===== src/rtl/flit_sched_pkg.sv =====
// Shared types and width helpers for the flit request scheduler.
package flit_sched_pkg;

  typedef enum logic [1:0] {
    ST_IDLE  = 2'd0,
    ST_GRANT = 2'd1,
    ST_BUSY  = 2'd2
  } sched_state_e;

  function automatic int unsigned id_width(input int unsigned n);
    return (n <= 1) ? 1 : $clog2(n);
  endfunction

  function automatic int unsigned idx_width(input int unsigned flits);
    return (flits <= 1) ? 1 : $clog2(flits);
  endfunction

endpackage


===== src/rtl/flit_request_scheduler_rr_arbiter.sv =====
// Combinational round-robin pick: first set request at or after the pointer, wrapping.
module rr_arbiter
  import flit_sched_pkg::*;
#(
  parameter  int unsigned NUM_NODES = 4,
  localparam int unsigned NODE_W    = id_width(NUM_NODES)
) (
  input  logic [NUM_NODES-1:0] i_req,
  input  logic [NODE_W-1:0]    i_ptr,
  output logic                 o_valid,
  output logic [NODE_W-1:0]    o_id
);

  always_comb begin
    logic [NODE_W-1:0] w_idx;
    w_idx   = '0;
    o_valid = 1'b0;
    o_id    = '0;
    for (int unsigned i = 0; i < NUM_NODES; i++) begin
      w_idx = NODE_W'((32'(i_ptr) + i) % NUM_NODES);
      if (!o_valid && i_req[w_idx]) begin
        o_valid = 1'b1;
        o_id    = w_idx;
      end
    end
  end

endmodule


===== src/rtl/flit_request_scheduler.sv =====
// Per-node flit counting, completed-request tracking and round-robin grant of a
// single merge/split engine, with overrun and BUSY-timeout reporting.
module flit_request_scheduler
  import flit_sched_pkg::*;
#(
  parameter  int unsigned NUM_NODES     = 4,
  parameter  int unsigned FLITS_TO_SEND = 3,
  parameter  int unsigned TIMEOUT       = 1024,
  localparam int unsigned NODE_W        = id_width(NUM_NODES),
  localparam int unsigned IDX_W         = idx_width(FLITS_TO_SEND)
) (
  input  logic                 clk,
  input  logic                 res,
  input  logic                 flit_valid,
  input  logic [NODE_W-1:0]    flit_src,
  output logic                 grant_valid,
  output logic [NODE_W-1:0]    grant_id,
  input  logic                 grant_ack,
  input  logic                 done,
  output logic                 busy,
  output logic [NUM_NODES-1:0] pending,
  output logic [IDX_W-1:0]     flit_index,
  output logic [NUM_NODES-1:0] overrun_err,
  output logic                 timeout_err
);

  localparam int unsigned          TMR_W    = id_width(TIMEOUT);
  localparam logic [IDX_W-1:0]     LAST_IDX = IDX_W'(FLITS_TO_SEND - 1);
  localparam logic [TMR_W-1:0]     TMR_LAST = TMR_W'(TIMEOUT - 1);
  localparam logic [NODE_W-1:0]    LAST_ID  = NODE_W'(NUM_NODES - 1);

  sched_state_e         r_state, w_state_nxt;
  logic [IDX_W-1:0]     r_cnt [NUM_NODES];
  logic [NUM_NODES-1:0] r_pending, r_overrun;
  logic [NUM_NODES-1:0] w_complete, w_clear;
  logic [NODE_W-1:0]    r_grant_id, w_grant_id_nxt;
  logic [NODE_W-1:0]    r_ptr, w_ptr_nxt;
  logic [NODE_W-1:0]    w_arb_id;
  logic                 w_arb_valid;
  logic [TMR_W-1:0]     r_timer, w_timer_nxt;
  logic                 r_grant_valid, r_busy, r_timeout, w_timeout_nxt;

  rr_arbiter #(.NUM_NODES(NUM_NODES)) u_rr_arbiter (
    .i_req   (r_pending),
    .i_ptr   (r_ptr),
    .o_valid (w_arb_valid),
    .o_id    (w_arb_id)
  );

  assign flit_index = r_cnt[flit_src];

  // Completion and grant-acceptance events per node
  always_comb begin
    w_complete = '0;
    w_clear    = '0;
    for (int unsigned i = 0; i < NUM_NODES; i++) begin
      w_complete[i] = flit_valid && (flit_src == NODE_W'(i)) && (r_cnt[i] == LAST_IDX);
      w_clear[i]    = (r_state == ST_GRANT) && grant_ack && (r_grant_id == NODE_W'(i));
    end
  end

  // Counters never stall; a completion landing on the ack cycle re-arms pending
  always_ff @(posedge clk) begin
    if (res) begin
      for (int unsigned i = 0; i < NUM_NODES; i++) r_cnt[i] <= '0;
      r_pending <= '0;
      r_overrun <= '0;
    end else begin
      if (flit_valid) begin
        r_cnt[flit_src] <= (r_cnt[flit_src] == LAST_IDX) ? '0 : r_cnt[flit_src] + IDX_W'(1);
      end
      r_pending <= (r_pending & ~w_clear) | w_complete;
      r_overrun <= r_overrun | (w_complete & r_pending & ~w_clear);
    end
  end

  always_ff @(posedge clk) begin
    if (res) begin
      r_state       <= ST_IDLE;
      r_grant_id    <= '0;
      r_ptr         <= '0;
      r_timer       <= '0;
      r_grant_valid <= 1'b0;
      r_busy        <= 1'b0;
      r_timeout     <= 1'b0;
    end else begin
      r_state       <= w_state_nxt;
      r_grant_id    <= w_grant_id_nxt;
      r_ptr         <= w_ptr_nxt;
      r_timer       <= w_timer_nxt;
      r_grant_valid <= (w_state_nxt == ST_GRANT);
      r_busy        <= (w_state_nxt != ST_IDLE);
      r_timeout     <= w_timeout_nxt;
    end
  end

  always_comb begin
    w_state_nxt    = r_state;
    w_grant_id_nxt = r_grant_id;
    w_ptr_nxt      = r_ptr;
    w_timer_nxt    = r_timer;
    w_timeout_nxt  = 1'b0;
    case (r_state)
      ST_IDLE: begin
        w_timer_nxt = '0;
        if (w_arb_valid) begin
          w_grant_id_nxt = w_arb_id;
          w_state_nxt    = ST_GRANT;
        end
      end
      ST_GRANT: begin
        if (grant_ack) begin
          w_ptr_nxt   = (r_grant_id == LAST_ID) ? '0 : r_grant_id + NODE_W'(1);
          w_timer_nxt = '0;
          w_state_nxt = ST_BUSY;
        end
      end
      ST_BUSY: begin
        if (done) begin
          w_state_nxt = ST_IDLE;
        end else if (r_timer == TMR_LAST) begin
          w_timeout_nxt = 1'b1;
          w_state_nxt   = ST_IDLE;
        end else begin
          w_timer_nxt = r_timer + TMR_W'(1);
        end
      end
      default: w_state_nxt = ST_IDLE;
    endcase
  end

  assign grant_valid = r_grant_valid;
  assign grant_id    = r_grant_id;
  assign busy        = r_busy;
  assign pending     = r_pending;
  assign overrun_err = r_overrun;
  assign timeout_err = r_timeout;

endmodule


===== config.mk =====
export PLATFORM = sky130hd
export DESIGN_NAME = flit_request_scheduler
export DESIGN_NICKNAME = d
export VERILOG_FILES = /design/src/rtl/flit_sched_pkg.sv /design/src/rtl/flit_request_scheduler_rr_arbiter.sv /design/src/rtl/flit_request_scheduler.sv
export SDC_FILE = /design/constraint.sdc
export NUM_CORES = 1
export LEC_CHECK = 0
export ABC_AREA = 1
export CAP_MARGIN = 20
export CORE_ASPECT_RATIO = 1.4
export CORE_MARGIN = 2
export CORE_UTILIZATION = 50
export DETAILED_ROUTE_END_ITERATION = 7
export PLACE_DENSITY = 0.79
export SYNTH_ARGS = -nofsm -noshare
export SYNTH_HDL_FRONTEND = slang
export SYNTH_SLANG_ARGS = --single-unit

===== constraint.sdc =====
create_clock -name clk -period 2.1 [get_ports clk]
set_input_delay 0.315 -clock clk [delete_from_list [all_inputs] [get_ports clk]]
set_output_delay 0.315 -clock clk [all_outputs]
set_load 0.05 [all_outputs]

==> impl_metrics.ini <==
[status]
run_status = complete, no violations

[critical_path]
start_kind = input port
critPathCapture = flit_index[0]
cp_max_fo = 7
cp.required_ns = 1.78
reg2reg_slack_ns = 0.55
reg2regPathDepth = 9
timing.rr.end = grant_id[0]$_SDFFE_PP0P_
startpoint = flit_src[0]
arrival_ns = 1.66
critPathKind = in2out
reg2reg_from = r_ptr[0]$_SDFFE_PP0P_
worst_setup_path_end_kind = output pin

[yosys]
synthCells = 266
avgSynthCellArea_um2 = 7.38
synth_nets = 278
syn-cell-area_mm2 = 0.00196
synth-seq-cells = 35
synth_seq_area_share = 0.398
yosysUniqueCellTypes = 34
synth_edf_count = 8
async_flop_share = 0
ys.flop_type = dfxtp_1
yosys_warnings = 0

[routing]
drtIter0Drc = 60
routed_via_density = 5.05
wl_um = 3740
ant_nets = 0
first_pass_iters = 4
wl_per_cell_um = 11.1
drc = 0
num_vias = 1696

[layout]
drive_gt1_frac = 0.173
final_common_cell = nand2_1
fin_area_mm2 = 0.00232
diodes = 0
final_cell_mix = 47 x nand2_1, 39 x inv_1, 32 x nor2_1
nNetsFinal = 305
instances_no_fill = 336
fin_util = 0.626
areaGrowthSynthToFinish_pct = 18.4

[clock_network]
clk_latency_ns = 0.28
clk_pin_slew_ns = 0.06
post-cts-setup-buffers = 0
root_buffer = clkbuf_8
clk_path_buf_depth = 2
cts_htree_levels = 2
numCtsBuffers = 5
cts_tree = yes
ctsResizeCount = 0
cts.sinks = 35
cts_hold_buf = 0

[placement]
gp_congestion = 0.884
place_inst = 328
portBuffers = 21
postPlaceCellArea_mm2 = 0.00224
dp.final_hpwl_um = 2960

[timing]
min_period_ns = 1.98
timing.final.crit_share = 0.941
setup_viol = 0
drv_slew = 0
fmax_mhz = 506
hold_ws_ns = 0.461
maxSlewHeadroom = 0.667
hold_violations = 0
tns_ns = 0
skew_ns = 0.00478
rsz0062_at_grt = no
tightest_slew_ns = 0.498

[global_route]
grt.total_usage = 0.188
antenna_found_initial = 0
grt_first_pass_wirelength_um = 6690
grt_overflow = 0
grt_max_degree = 11
grt_pass1_vias = 1602

[min_path]
hp-class = reg2reg

[floorplan]
die_area_mm2 = 0.00445
chipWidth_um = 56.9
num_io_pins = 22
start_util = 0.529
num_rows = 26
dieHeight_um = 78.1
core_area_mm2 = 0.00371

[pwr]
p_per_area_mw_per_mm2 = 830
leakagePower_nw = 0.978
vdd_ir_drop_max_mv = 0.638

[run]
maxCapViolCount = 0
==> worst min path at each step <==
stage | from | to | slack (ns) | cells past startpoint
floorplan | done | timeout_err$_SDFF_PP0_ | 0.39 | 1
global route | overrun_err[3]$_SDFF_PP0_ | overrun_err[3]$_SDFF_PP0_ | 0.51 | 2
global placement | r_timer[4]$_SDFFE_PP0P_ | r_timer[4]$_SDFFE_PP0P_ | 0.43 | 2
CTS | r_timer[4]$_SDFFE_PP0P_ | r_timer[4]$_SDFFE_PP0P_ | 0.47 | 2
detailed placement | overrun_err[1]$_SDFF_PP0_ | overrun_err[1]$_SDFF_PP0_ | 0.46 | 2
finish | r_timer[4]$_SDFFE_PP0P_ | r_timer[4]$_SDFFE_PP0P_ | 0.46 | 2
==> power by group <==
group / switching (mW) / internal [mW]
combinational: 0.437 / 0.230
clock: 0.220 / 0.232
sequential: 0.0575 / 0.751
==> critical path, stage by stage <==
cell and delay [ns]:
clkdlybuf4s50_1 0.51, or2_4 0.31, o21ai_1 0.13, a31oi_1 0.07, o21ai_2 0.14, buf_12 0.17
==> through the flow <==
| stage | worst slack [ns] | power (mW) |
|---|---|---|
| after floorplan | 0.575 | 1.32 |
| after global placement | 0.167 | 1.48 |
| after detailed placement | 0.152 | 1.49 |
| after CTS | 0.125 | 1.95 |
| after global routing | 0.0334 | 2.04 |
| final | 0.124 | 1.93 |
==> metal layers <==
layer / wire length, µm / global-route usage
met1: 1570 / 0.209
met3: 67 / 0.0362
met2: 2030 / 0.344
met5: 0 / 0
met4: 63 / 0.0744
==> flip-flops by register name (all words and copies together) (netlist names) <==
name         count
busy             1
grant_id         2
grant_valid      1
overrun_err      4
pending          4
r_cnt            8
r_ptr            2
r_state          2
r_timer         10
timeout_err      1
==> Yosys cell counts, types with 3 or more instances <==
library cell / count / area, µm²
ha_1: 5 / 62.6
edfxtp_1: 8 / 240
nand3_1: 16 / 80.1
nor3_1: 8 / 40.0
a21oi_1: 17 / 85.1
a31oi_1: 3 / 18.8
o21ai_1: 4 / 20.0
dfxtp_1: 27 / 541
nand2_2: 14 / 87.6
o21ai_0: 8 / 40.0
inv_2: 8 / 30.0
nand4_1: 4 / 25.0
nand2_1: 47 / 176
nor2_1: 32 / 120
inv_1: 39 / 146
nand2_4: 3 / 33.8
==> cells by family after synthesis <==
family	count (synthesis)	synth area share
AND/OR/NAND/NOR	136	0.353
adder cells (fa/ha/maj)	5	0.0319
AO/OA/AOI/OAI	38	0.108
buffers and inverters	52	0.108
flip-flops	35	0.398
==> area by class of cell <==
type | count | area (µm²)
inverters | 49 | 194
multi-input cells | 179 | 968
clock buffers | 7 | 76.3
fillers | 350 | 1390
clock inverters | 1 | 5.00
flip-flops and latches | 35 | 781
repair buffers | 23 | 245
well taps | 42 | 52.6
No activity file was read; power rests on OpenSTA's default activity.
